--- config.mk ---
export PLATFORM = sky130hd
export DESIGN_NAME = bil_win_ctrl
export DESIGN_NICKNAME = d
export VERILOG_FILES = /design/src/rtl/bil_win_ctrl.sv
export SDC_FILE = /design/constraint.sdc
export NUM_CORES = 1
export LEC_CHECK = 0
export BUFFER_PORTS_ARGS = -buffer_cell sky130_fd_sc_hd__buf_2
export CAP_MARGIN = 20
export CORE_AREA = 3 3 49 51
export DETAILED_ROUTE_END_ITERATION = 10
export DIE_AREA = 0 0 52 54
export GPL_TIMING_DRIVEN = 0
export PLACE_DENSITY = 0.71
export SLEW_MARGIN = 20
export SYNTH_ARGS = -nofsm -noshare
export SYNTH_HDL_FRONTEND = slang
export SYNTH_SLANG_ARGS = --single-unit
--- constraint.sdc ---
create_clock -name clk -period 3.8 [get_ports clk]
set_input_delay 0.38 -clock clk [delete_from_list [all_inputs] [get_ports clk]]
set_output_delay 0.38 -clock clk [all_outputs]
set_load 0.02 [all_outputs]
--- src/rtl/bil_win_ctrl.sv ---
// Sequencer for one 11x11 bilateral-filter window: column fill,
// LUT, multiply, row accumulate, normalise divide, pixel handoff.
module bil_win_ctrl #(
  parameter int WIN     = 11,
  parameter int DIV_TMO = 32
) (
  input  logic       clk,
  input  logic       rst,
  input  logic       pix_valid,
  output logic       pix_ready,
  input  logic       line_start,
  output logic       col_shift,
  output logic       lut_en,
  output logic       mul_en,
  output logic       mul_cap,
  output logic       acc_clr,
  output logic       acc_en,
  output logic [3:0] acc_row,
  output logic       div_start,
  input  logic       div_done,
  output logic       out_valid,
  input  logic       out_ready,
  output logic       busy,
  output logic       err
);

  localparam int FW = $clog2(WIN + 1);
  localparam int TW = $clog2(DIV_TMO + 1);

  typedef enum logic [2:0] {
    S_IDLE,
    S_LUT,
    S_MUL,
    S_ACC,
    S_DIV,
    S_OUT
  } state_t;

  state_t          r_state;
  state_t          w_next;
  logic [FW-1:0]   r_fill;
  logic [FW-1:0]   w_fill_nxt;
  logic [3:0]      r_row;
  logic [TW-1:0]   r_tmo;
  logic            r_err;
  logic            w_accept;
  logic            w_div_ok;
  logic            w_tmo_hit;

  assign w_accept  = (r_state == S_IDLE) & pix_valid;
  // tmo==0 marks the div_start cycle, where div_done is not trusted
  assign w_div_ok  = (r_tmo != '0) & div_done;
  assign w_tmo_hit = (r_tmo == TW'(DIV_TMO));

  always_comb begin
    w_fill_nxt = r_fill;
    if (line_start)
      w_fill_nxt = FW'(1);
    else if (r_fill != FW'(WIN))
      w_fill_nxt = r_fill + 1'b1;
  end

  always_ff @(posedge clk) begin
    if (rst) r_state <= S_IDLE;
    else     r_state <= w_next;
  end

  always_ff @(posedge clk) begin
    if (rst) begin
      r_fill <= '0;
      r_row  <= '0;
      r_tmo  <= '0;
      r_err  <= 1'b0;
    end else begin
      if (w_accept) r_fill <= w_fill_nxt;
      if (r_state == S_MUL) r_row <= '0;
      if (r_state == S_ACC) r_row <= r_row + 1'b1;
      if (r_state == S_DIV) r_tmo <= r_tmo + 1'b1;
      else                  r_tmo <= '0;
      if (r_state == S_DIV && !w_div_ok && w_tmo_hit)
        r_err <= 1'b1;
    end
  end

  always_comb begin
    w_next = r_state;
    unique case (r_state)
      S_IDLE:
        if (w_accept && w_fill_nxt == FW'(WIN))
          w_next = S_LUT;
      S_LUT: w_next = S_MUL;
      S_MUL: w_next = S_ACC;
      S_ACC:
        if (r_row == 4'(WIN - 1))
          w_next = S_DIV;
      S_DIV:
        if (w_div_ok || w_tmo_hit)
          w_next = S_OUT;
      S_OUT:
        if (out_ready)
          w_next = S_IDLE;
      default: w_next = S_IDLE;
    endcase
  end

  always_comb begin
    pix_ready = 1'b0;
    col_shift = 1'b0;
    lut_en    = 1'b0;
    mul_en    = 1'b0;
    mul_cap   = 1'b0;
    acc_clr   = 1'b0;
    acc_en    = 1'b0;
    acc_row   = '0;
    div_start = 1'b0;
    out_valid = 1'b0;
    busy      = (r_state != S_IDLE);
    err       = r_err;
    unique case (r_state)
      S_IDLE: begin
        pix_ready = 1'b1;
        col_shift = pix_valid;
      end
      S_LUT: lut_en = 1'b1;
      S_MUL: begin
        mul_en  = 1'b1;
        mul_cap = 1'b1;
        acc_clr = 1'b1;
      end
      S_ACC: begin
        acc_en  = 1'b1;
        acc_row = r_row;
      end
      S_DIV: div_start = (r_tmo == '0);
      S_OUT: out_valid = 1'b1;
      default: ;
    endcase
  end

endmodule

== Yosys cells after proc, flatten, opt, wreduce, memory -nomap -nowiden ==
Index checks and enable logic that the tools add are counted.

* Reduce and logical (&&, ||, !) cells: 12
* Bitwise logic cells: 3
* Add/subtract/negate cells: 3
* Muxes and demuxes: 17
* Equality and inequality tests: 13

{| class="wikitable"
|+ Operator list
! cell !! number
|-
| two-way mux 4 bit || 5
|-
| case mux 3 bit (6 select lines) || 1
|-
| two-way mux 3 bit || 4
|-
| adder 4 x 1 -> 4 bit, second input constant || 2
|-
| == test 4 bit, second input constant || 2
|-
| two-way mux 1 bit || 7
|-
| adder 6 x 1 -> 6 bit, second input constant || 1
|-
| == test 3 x 2 -> 1 bit, second input constant || 2
|-
| == test 3 bit, second input constant || 2
|-
| == test 6 bit, second input constant || 1
|-
| logical NOT 6 bit || 1
|-
| inequality test 2 x 1 -> 1 bit, second input constant || 3
|-
| nonzero test 6 bit || 1
|-
| inequality test 4 bit, second input constant || 1
|-
| AND reduction 4 bit || 1
|-
| == test 3 x 1 -> 1 bit, second input constant || 1
|-
| logical AND 1 bit || 3
|-
| logical NOT 3 bit || 1
|-
| nonzero test 3 bit || 1
|-
| AND 1 bit || 2
|-
| inequality test 2 bit, second input constant || 1
|-
| nonzero test 2 bit || 1
|-
| OR reduction 2 bit || 1
|-
| logical NOT 1 bit || 1
|-
| 2 further kinds || 2
|}

* Bits of input ports: 6
* Flip-flop bits (word level): 18

== Longest topological paths before layout ==
Gate-level depths: netlist of the first run.

* Word-level depth: 7
* Gate-level depth with buffers: 6
* Gate-level depth less buffers: 6

== Worst setup path after synthesis of the first run ==
OpenSTA, ideal clock, no wires.

* Path kind: reg2out
* Start: register r_tmo[0]
* End: output div_start
* Stages on the path, launching flop included: 5
* Arrival: 1.419 ns
* Setup slack: 2.001 ns
* Cell sequence: dfxtp_1 > inv_1 > ha_1 > nor4b_1 > nor3b_1

* Longest elaborated chain between the ends: 2

{| class="wikitable"
|+ RTL lines
! element !! line !! source
|-
| from (decl) || 44 || <nowiki>logic [TW-1:0] r_tmo;</nowiki>
|-
| from (signal assigned) || 78 || <nowiki>if (r_state == S_DIV) r_tmo <= r_tmo + 1'b1;</nowiki>
|-
| logical NOT 6 bit || 134 || <nowiki>S_DIV: div_start = (r_tmo == '0);</nowiki>
|-
| two-way mux 1 bit || 119 || <nowiki>unique case (r_state)</nowiki>
|-
| to (decl) || 19 || <nowiki>output logic div_start,</nowiki>
|}

Every way passes these cells.

== Worst setup path in the final report of the first run ==
Same ends and word-level chain as after synthesis.

==> impl_results.md, run 1 <==
- Hold Violations, Final: 0
- NetSw: 0.1117 mW
- Layout Skew: 0.005543 ns
- # H-tree levels: 1
- Fmax: 474.7 MHz
- Min Tclk post-route: 2.106 ns
- Peak supply drop: 258.7 uV
- Worst-skew pair later-pin latency: 0.30 ns
- Worst hold path type: primary input to flop
- Pwr Total: 0.3931 mW
- Ys Warns: 0
- Vias: 909
- Vias/cell: 5.285
- Met1 usage: 20.74%
- Switch share: 28.42%
- Setup ws final: 1.694 ns
- Max Cap Viol: 0
- Placed inst area: 1137 um^2
- Least-Margin Pin Slew: 0.4982 ns
- Final antenna diode count: 0
- Initial DRT Pass Iterations: 6
- CP endpoint kind: output port
- Prevailing post-synth register cell: dfxtp_1
- Number of DRC markers in iteration 0: 16
- Internal power: 0.2813 mW
- CTS max path bufs: 2
- Row cnt: 16
- CTS tree: done
- Yosys top cell by area: dfxtp_1
- Die area: 2808 um^2
- I/O pin count: 21
- Power per cell area: 334.9 nW/um^2
- Dominant cells by area after synthesis: dfxtp_1, nor2_1, ha_1
- Met3 GRT Util: 4.155%
- Routed WL: 2064 um
- Sequential area share after synthesis: 35.91%
- Critical path type: flop to output port
- Post-synthesis cell count: 121
- Clock tree sinks: 18
- WP data required: 3.42 ns
- Syn Area/Cell: 8.293 um^2
- Post-synth EDFFs: 0
- Ratio of cells with drive above 1 in the final layout: 22.07%
- GRT Util Overall: 17.50%
- Worst Hold Depth: 2
- Top Usage Layer GRT: met2
- Syn nets: 132
- Met2 Use GR: 29.92%
- Wirelength per Cell: 12.00 um
- Run status: finished, final reports clean
- Slew margin rel.: 66.32%
- Clock Power Share: 30.8%
- Post-CTS Setup Bufs: 0
- Die height: 54 um
- Post-synth cell types: 36
- Clock Pin Slew Worst Setup and Hold Paths: 0.11 ns
- Worst hold slack: 0.2866 ns
- Antenna viol nets, final: 0
- Combinational power share: 18.9%
- HPWL after DPL: 1596 um
- Post-synth top cells: dfxtp_1, nor2_1, inv_1
- Worst slack at placement: 2.058 ns
- First-pass GRT wire length: 3663 um
- Total CTS buffers: 3
- Worst r2r path cells: 6
- Remaining DRCs: 0
- Post-synthesis register bit count: 18
- Gr ovfl total: 0
- Area delta synth->final: 16.96%
- Tcrit/Tclk final: 55.43%
- Area of the core: 1982 um^2
- Width of the die: 52 um
- Number of global-route vias before repair: 863
- Share of the synthesized area in the top cell type: 35.91%
- Asr flop ratio synth: 0%
- Nets@finish: 157
- Root buf cell: clkbuf_4
- Syn Std Cell Area: 1003 um^2
- Final instance area: 1174 um^2
- Initial Util: 50.63%
- Buffers on Ports: 20
- Number of antenna violations at the first check in global routing: 0
- CP Data Arrival Time: 1.73 ns
- Routability cong.: 0.7757
- P_leak: 0.5197 nW
- Endpoints failing setup: 0
- RSZ-0062 raised after global routing: false
- Setup TNS: 0 ns
- Sequential Power Share: 50.4%
- CP startpoint kind: flop
- Max-slew violation count: 0
- Resized cells post-CTS: 0
- # hold bufs at CTS: 0
- Largest net degree at the start of global routing: 11
- CP max FO: 4
## flip-flops by register name, indices dropped and copies added (netlist names)
register	cells
r_state	3
r_tmo	6
r_row	4
err	1
r_fill	4
## metrics by stage
stage          cells  util [%]
4_1_cts          172     59.22
3_3_place_gp     168     57.39
2_1_floorplan    121         -
6_report         172     59.22
5_1_grt          172     59.22
3_5_place_dp     168     57.39
## cells by family (layout without fill, tap and decap cells)
family | Yosys count | in the layout | share of synthesized area [%]
muxes | 2 | 2 | 2.244
buffers and inverters | 15 | 39 | 7.231
and+or+nand+nor | 56 | 56 | 31.67
DFF | 18 | 18 | 35.91
adders and majority gates | 5 | 5 | 6.234
AOI/OAI and AO/OA | 20 | 20 | 12.35
xor gates and xnor gates | 5 | 5 | 4.365
## critical path: stages, from the launching register on
cell and delay (ns):
dfxtp_1 0.35, inv_1 0.06, ha_1 0.14, nor4b_1 0.43
nor3b_1 0.25, buf_2 0.20
## placed cells by master, fill, tap and decap left out
master,synthesis,layout
buf_2,1,21
o21ai_0,6,6
clkbuf_1,4,4
nor2_1,18,18
or2_2,1,1
ha_1,5,5
dfxtp_1,18,18
and3_1,6,6
or3_1,1,1
nor3_1,4,4
or3b_1,1,1
a211oi_1,1,1
nand4b_1,1,1
o22ai_1,1,1
buf_6,1,1
inv_1,7,7
nand2_1,5,5
xnor2_1,2,2
nor3b_1,1,1
nor4b_4,1,1
and2_1,1,1
nand2b_1,3,3
clkbuf_8,0,1
nor4_1,1,1
nor2b_1,2,2
a2bb2oi_1,2,2
and3b_1,2,2
mux2_2,2,2
clkbuf_4,0,3
a22oi_1,2,2
nor4b_1,1,1
o32ai_1,1,1
buf_4,2,2
nand3b_1,3,3
a41oi_1,1,1
xor2_1,3,3
nand3_1,4,4
a21oi_1,6,6
## power groups by stage
stage	clock network [mW]	registers [mW]	logic (mW)
2_1_floorplan	0	0.201	0.0539
3_3_place_gp	0	0.202	0.0728
3_5_place_dp	0	0.202	0.0745
4_1_cts	0.122	0.198	0.0748
5_1_grt	0.131	0.199	0.0829
6_report	0.121	0.198	0.0741
## worst paths after layout
check / from / slack [ns] / end
worst max-delay path: r_tmo[0] / 1.69 / div_start
worst min-delay path: rst / 0.29 / r_state[1]
worst max register to register: r_tmo[0] / 2.08 / r_state[0]
worst min register to register: err / 0.48 / err
## final cells by class
type                       instances  area, um^2
fill                             194       808.3
multi-input combinational         88       570.5
sequential                        18       360.3
timing repair buffer              20       100.1
buffer                             8       46.29
clock buffer                       4       36.28
tap                               27       33.78
inverter                           7       26.28
## layer usage
layer	share of wire [%]	wire length [um]
met3	5.0	104
met4	0.58	12
met1	46	943
met2	49	1003
met5	0	0
No activity file was read; power rests on OpenSTA's default activity.
==> run 2: changes to the inputs <==
Clock period 3.8 ns to 2 ns, I/O delays scaled along.
==> run 2 against run 1 <==
  * Critical path depth is 1 higher
  * Sequential power up 90%
  * Cell count unchanged
  * Non-clock buffer count did not move
  * Core utilization rose by 0.32 points
==> impl_results.md, run 2 (synthesis gave the netlist of run 1 again) <==
- Vias: 923 (was 909)
- Worst hold path type: primary input to flop (unchanged)
- Fmax: 547.9 MHz
- Number of DRC markers in iteration 0: 17 (was 16)
- HPWL after DPL: 1596 um (unchanged)
- Met2 WL: 1017 um (was 1003 um)
- Tcrit/Tclk final: 91.27%
- Ratio of cells with drive above 1 in the final layout: 22.76% (was 22.07%)
- Routability cong.: 0.7757 (unchanged)
- Switch share: 28.49% (was 28.42%)
- Hold Violations, Final: 0 (unchanged)
- Die height: 54 um (unchanged)
- Layout Cells excl Fill: 172 (unchanged)
- Final antenna diode count: 0 (unchanged)
- Power per cell area: 633.6 nW/um^2 (was 334.9 nW/um^2)
- Critical path buffers and inverters: 4 (was 2)
- Row cnt: 16 (unchanged)
- Min Tclk post-route: 1.825 ns
- Cell Chain, Critical Path: buf_2 > nand2b_1 > clkbuf_1 > nor2_1 > buf_4 > buf_2 (was inv_1 > ha_1 > nor4b_1 > nor3b_1 > buf_2)
- Biggest register: r_tmo (unchanged)
- Antenna viol nets, final: 0 (unchanged)
- Layout Skew: 0.006978 ns (was 0.005543 ns)
- Slew margin rel.: 69.28% (was 66.32%)
- # hold bufs at CTS: 0 (unchanged)
- RSZ-0062 raised after global routing: false (unchanged)
- Setup TNS: 0 ns (unchanged)
- P_leak: 0.5226 nW (was 0.5197 nW)
- WL met3: 95 um (was 104 um)
- Largest net degree at the start of global routing: 11 (unchanged)
- Number of antenna violations at the first check in global routing: 0 (unchanged)
- Commonest non-fill, non-tap cell in the layout: buf_2 (unchanged)
- Remaining DRCs: 0 (unchanged)
- Routed WL: 2073 um (was 2064 um)
- Total CTS buffers: 3 (unchanged)
- Commonest cells after routing, fill and taps aside: buf_2, nor2_1, dfxtp_1 (unchanged)
- CP Data Arrival Time: 1.63 ns (was 1.73 ns)
- CP endpoint kind: output port (unchanged)
- Placed Cells: 168 (unchanged)
- Clock tree sinks: 18 (unchanged)
- Area of the core: 1982 um^2 (unchanged)
- Sequential Power Share: 50.3% (was 50.4%)
- Run status: finished, final reports clean (unchanged)
- Max Cap Viol: 0 (unchanged)
- Family with the most delay on the worst path: buffers and inverters (was simple AND/OR/NAND/NOR gates)
- Clock Power Share: 30.9% (was 30.8%)
- Wl on met1: 934 um (was 943 um)
- GRT Util Overall: 17.50% (unchanged)
- # H-tree levels: 1 (unchanged)
- Area delta synth->final: 17.58% (was 16.96%)
- Buffers on Ports: 20 (unchanged)
- Max reg flops: 6 (unchanged)
- Initial DRT Pass Iterations: 4 (was 6)
- Gr ovfl total: 0 (unchanged)
- Root buf cell: clkbuf_4 (unchanged)
- Crit-path slowest cell: dfxtp_1 (was nor4b_1)
- Internal power: 0.5346 mW (was 0.2813 mW)
- CP max FO: 10 (was 4)
- CTS max path bufs: 2 (unchanged)
- Nets@finish: 157 (unchanged)
- Worst-skew pair later-pin latency: 0.30 ns (about the same)
- WP data required: 1.80 ns (was 3.42 ns)
- Least-Margin Pin Slew: 0.4608 ns (was 0.4982 ns)
- Top layer reached by signal wires: met4 (unchanged)
- Critical path type: flop to output port (unchanged)
- CTS tree: done (unchanged)
- I/O pin count: 21 (unchanged)
- CP startpoint kind: flop (unchanged)
- Largest regs: r_tmo x6, r_fill x4, r_row x4 (unchanged)
- Wirelength per Cell: 12.05 um (was 12.00 um)
- Peak supply drop: 491.8 uV (was 258.7 uV)
- Combinational power share: 18.8% (was 18.9%)
- Vias/cell: 5.366 (was 5.285)
- Number of global-route vias before repair: 863 (unchanged)
- NetSw: 0.2130 mW (was 0.1117 mW)
- Largest stage delay, worst path: 0.31 ns (was 0.43 ns)
- Width of the die: 52 um (unchanged)
- Die area: 2808 um^2 (unchanged)
- Initial Util: 50.63% (unchanged)
- First-pass GRT wire length: 3663 um (unchanged)
- CP most frequent cell: buf_2
- Clock Pin Slew Worst Setup and Hold Paths: 0.11 ns (about the same)
- Max-slew violation count: 0 (unchanged)
- Endpoints failing setup: 0 (unchanged)
run 2: cell types whose count changed in the layout (fill, tap and decap cells not counted):
cell	previous run	this run
nor4b_1	1	0
nor4b_2	0	1
run 2: final cells by class:
cell class                      count  area [um^2]
Tap cell                           27        33.78
Timing Repair Buffer               20        100.1
Multi-Input combinational cell     88        576.8
Inverter                            7        26.28
Sequential cell                    18        360.3
Clock buffer                        4        36.28
Buffer                              8        46.29
Fill cell                         191        802.0
run 2: repair_timing:
action	in CTS	in global routing
buffers inserted	0	0
gates resized for setup	0	1
endpoints found under the setup margin	0	1
run 2: per-stage QoR:
stage / instance area, um^2 / util (%) / hold slack (ns) / power (mW) / worst slack [ns]
floorplan: 1003 / - / 0.2769 / 0.4842 / 0.3813
global placement: 1137 / 57.39 / 0.4278 / 0.5218 / 0.2885
detailed placement: 1137 / 57.39 / 0.4297 / 0.5259 / 0.3168
CTS: 1174 / 59.22 / 0.1101 / 0.7500 / 0.08247
global route: 1180 / 59.53 / 0.09840 / 0.7853 / 0.03608
finish: 1180 / 59.53 / 0.1048 / 0.7476 / 0.1747
run 2: final timing paths:
path                   start          to  slack (ns)  depth (start not counted)
hold reg to reg          err         err        0.48                          2
setup / recovery  r_state[2]      mul_en        0.17                          6
setup reg to reg    r_tmo[0]  r_state[0]        0.43                          6
hold / removal           rst  r_state[1]        0.10                          2
run 2: layer usage:
layer	up-vias	global-route usage (%)
li1	467	-
met1	438	20.74
met2	15	29.92
met3	3	4.155
met4	0	7.860
met5	-	0
run 2: power by group through the flow:
stage	Sequential [mW]	Clock [mW]	Combinational, mW
2_1_floorplan	0.382	0	0.102
3_3_place_gp	0.384	0	0.138
3_5_place_dp	0.384	0	0.142
4_1_cts	0.376	0.232	0.142
5_1_grt	0.378	0.250	0.158
6_report	0.376	0.231	0.141
==> run 3: changes to the inputs <==
Settings changed: CORE_AREA 3 3 49 51 to 3 3 62 64, DIE_AREA 0 0 52 54 to 0 0 65 67, PLACE_DENSITY 0.71 to 0.47.
==> run 3 against run 2 <==
  * Combinational power barely moved
  * Cell count is 11% higher
  * Die area up 55%
  * Register-to-register slack got worse by 0.03 ns
  * Critical path depth unchanged
  * Non-clock buffer count stayed put
  * Final area is 2.0% higher
  * Clock skew fell by 0.0057 ns
  * Largest cell class unchanged
  * Highest routed layer unchanged
==> impl_results.md, run 3 (synthesis gave the netlist of run 1 again) <==
- Number of antenna violations at the first check in global routing: 0 (unchanged)
- Area of the core: 3337 um^2 (was 1982 um^2)
- Peak supply drop: 226.9 uV (was 491.8 uV)
- Initial DRT Pass Iterations: 4 (unchanged)
- Critical path type: flop to output port (unchanged)
- Gr ovfl total: 0 (unchanged)
- Worst-skew pair later-pin latency: 0.29 ns (was 0.30 ns)
- Min Tclk post-route: 1.829 ns (was 1.825 ns)
- HPWL after DPL: 1593 um (was 1596 um)
- Sequential Power Share: 50.5% (was 50.3%)
- Number of global-route vias before repair: 863 (unchanged)
- Commonest non-fill, non-tap cell in the layout: buf_2 (unchanged)
- Clock tree sinks: 18 (unchanged)
- CP startpoint kind: flop (unchanged)
- Largest stage delay, worst path: 0.32 ns (was 0.31 ns)
- GRT Util Overall: 10.73% (was 17.50%)
- Final antenna diode count: 0 (unchanged)
- Run status: finished, final reports clean (unchanged)
- CP max FO: 10 (unchanged)
- Endpoints failing setup: 0 (unchanged)
- Worst hold slack: 0.1165 ns (was 0.1048 ns)
- Max Cap Viol: 0 (unchanged)
- Max reg flops: 6 (unchanged)
- Final instance area: 1204 um^2 (was 1180 um^2)
- First-pass GRT wire length: 3684 um (was 3663 um)
- Placed Cells: 187 (was 168)
- Nets@finish: 157 (unchanged)
- Initial Util: 30.07% (was 50.63%)
- CTS max path bufs: 2 (unchanged)
- CP most frequent cell: buf_2 (unchanged)
- Placed inst area: 1161 um^2 (was 1137 um^2)
- Largest net degree at the start of global routing: 11 (unchanged)
- Largest regs: r_tmo x6, r_fill x4, r_row x4 (unchanged)
- Switch share: 28.30% (was 28.49%)
- Layout Cells excl Fill: 191 (was 172)
- Slew margin rel.: 69.74% (was 69.28%)
- Setup ws final: 0.1713 ns (was 0.1747 ns)
- Routability cong.: 0.7612 (was 0.7757)
- Antenna viol nets, final: 0 (unchanged)
- Tcrit/Tclk final: 91.43% (was 91.27%)
- Routed WL: 2126 um (was 2073 um)
- Vias/cell: 4.555 (was 5.366)
- Power per cell area: 618.8 nW/um^2 (was 633.6 nW/um^2)
- Clock Pin Slew Worst Setup and Hold Paths: 0.11 ns (about the same)
- Internal power: 0.5341 mW (was 0.5346 mW)
- Crit-path slowest cell: dfxtp_1 (unchanged)
- CP Data Arrival Time: 1.63 ns (about the same)
- NetSw: 0.2108 mW (was 0.2130 mW)
- Buffers on Ports: 20 (unchanged)
- Ratio of cells with drive above 1 in the final layout: 22.76% (unchanged)
- Cell Chain, Critical Path: buf_2 > nand2b_1 > clkbuf_1 > nor2_1 > buf_4 > buf_2 (unchanged)
- CP endpoint kind: output port (unchanged)
- Width of the die: 65 um (was 52 um)
- Layout Skew: 0.001299 ns (was 0.006978 ns)
- Combinational power share: 19.0% (was 18.8%)
- Worst hold path type: primary input to flop (unchanged)
- Worst slack at placement: 0.2086 ns (was 0.3168 ns)
- Post-CTS Setup Bufs: 0 (unchanged)
- Setup TNS: 0 ns (unchanged)
- Area delta synth->final: 19.95% (was 17.58%)
- Number of DRC markers in iteration 0: 63 (was 17)
- Vias: 870 (was 923)
- Biggest register: r_tmo (unchanged)
- Max-slew violation count: 0 (unchanged)
- P_leak: 0.5226 nW (unchanged)
- Die area: 4355 um^2 (was 2808 um^2)
- Hold Violations, Final: 0 (unchanged)
- Fmax: 546.8 MHz (was 547.9 MHz)
- Least-Margin Pin Slew: 0.4540 ns (was 0.4608 ns)
- CTS tree: done (unchanged)
- Remaining DRCs: 0 (unchanged)
- Die height: 67 um (was 54 um)
- RSZ-0062 raised after global routing: false (unchanged)
- Total CTS buffers: 3 (unchanged)
- Clock Power Share: 30.5% (was 30.9%)
- # H-tree levels: 1 (unchanged)
- I/O pin count: 21 (unchanged)
- WP data required: 1.80 ns (about the same)
- Commonest cells after routing, fill and taps aside: buf_2, nor2_1, dfxtp_1 (unchanged)
- Row cnt: 21 (was 16)
- Root buf cell: clkbuf_4 (unchanged)
- Wirelength per Cell: 11.13 um (was 12.05 um)
==> run 3: cell counts in the layout (fill, tap and decap cells not counted) <==
Identical to the previous run, type by type.
==> run 3: worst paths after layout <==
path / startpoint / endpoint / slack [ns] / depth (start not counted)
max reg2reg: r_tmo[0] / r_state[0] / 0.40 / 6
max: r_state[2] / mul_en / 0.17 / 6
min reg2reg: r_tmo[0] / r_tmo[0] / 0.47 / 1
min: rst / r_state[1] / 0.12 / 2
==> run 3: layout make-up <==
type	instances	area, um^2
Tap cell	46	57.56
Clock buffer	4	36.28
Inverter	7	26.28
Timing Repair Buffer	20	100.1
Sequential cell	18	360.3
Multi-Input combinational cell	88	576.8
Fill cell	369	2133
Buffer	8	46.29
==> run 3: metal layers <==
metal	wire (um)	global-route usage [%]
met1	1079	14.39
met2	945	16.09
met3	86	2.192
met4	14	5.541
met5	0	0
==> run 3: critical path: cells and delay by family, from the launching register on <==
| kind | cells | cell delay [ns] |
|---|---|---|
| and+or+nand+nor | 2 | 0.24 |
| buffers and inverters | 4 | 0.78 |
| DFF | 1 | 0.32 |
==> run 3: per-stage QoR <==
step	util (%)	total power, mW
after floorplan	-	0.4842
after global placement	34.80	0.5267
after detailed placement	34.80	0.5265
after CTS	35.88	0.7621
after global routing	36.07	0.7870
final	36.07	0.7448
==> run 3: power by group through the flow <==
stage | Combinational, mW | Sequential [mW] | Clock (mW)
after floorplan | 0.102 | 0.382 | 0
after global placement | 0.143 | 0.384 | 0
after detailed placement | 0.142 | 0.384 | 0
after CTS | 0.143 | 0.376 | 0.243
after global routing | 0.157 | 0.377 | 0.253
final | 0.142 | 0.376 | 0.227
==> run 3: repair_timing <==
action | 4_1_cts | 5_1_grt
endpoints found under the setup margin | 0 | 1
endpoints found under the hold margin | 0 | 0
resized for setup | 0 | 1
hold buffers | 0 | 0
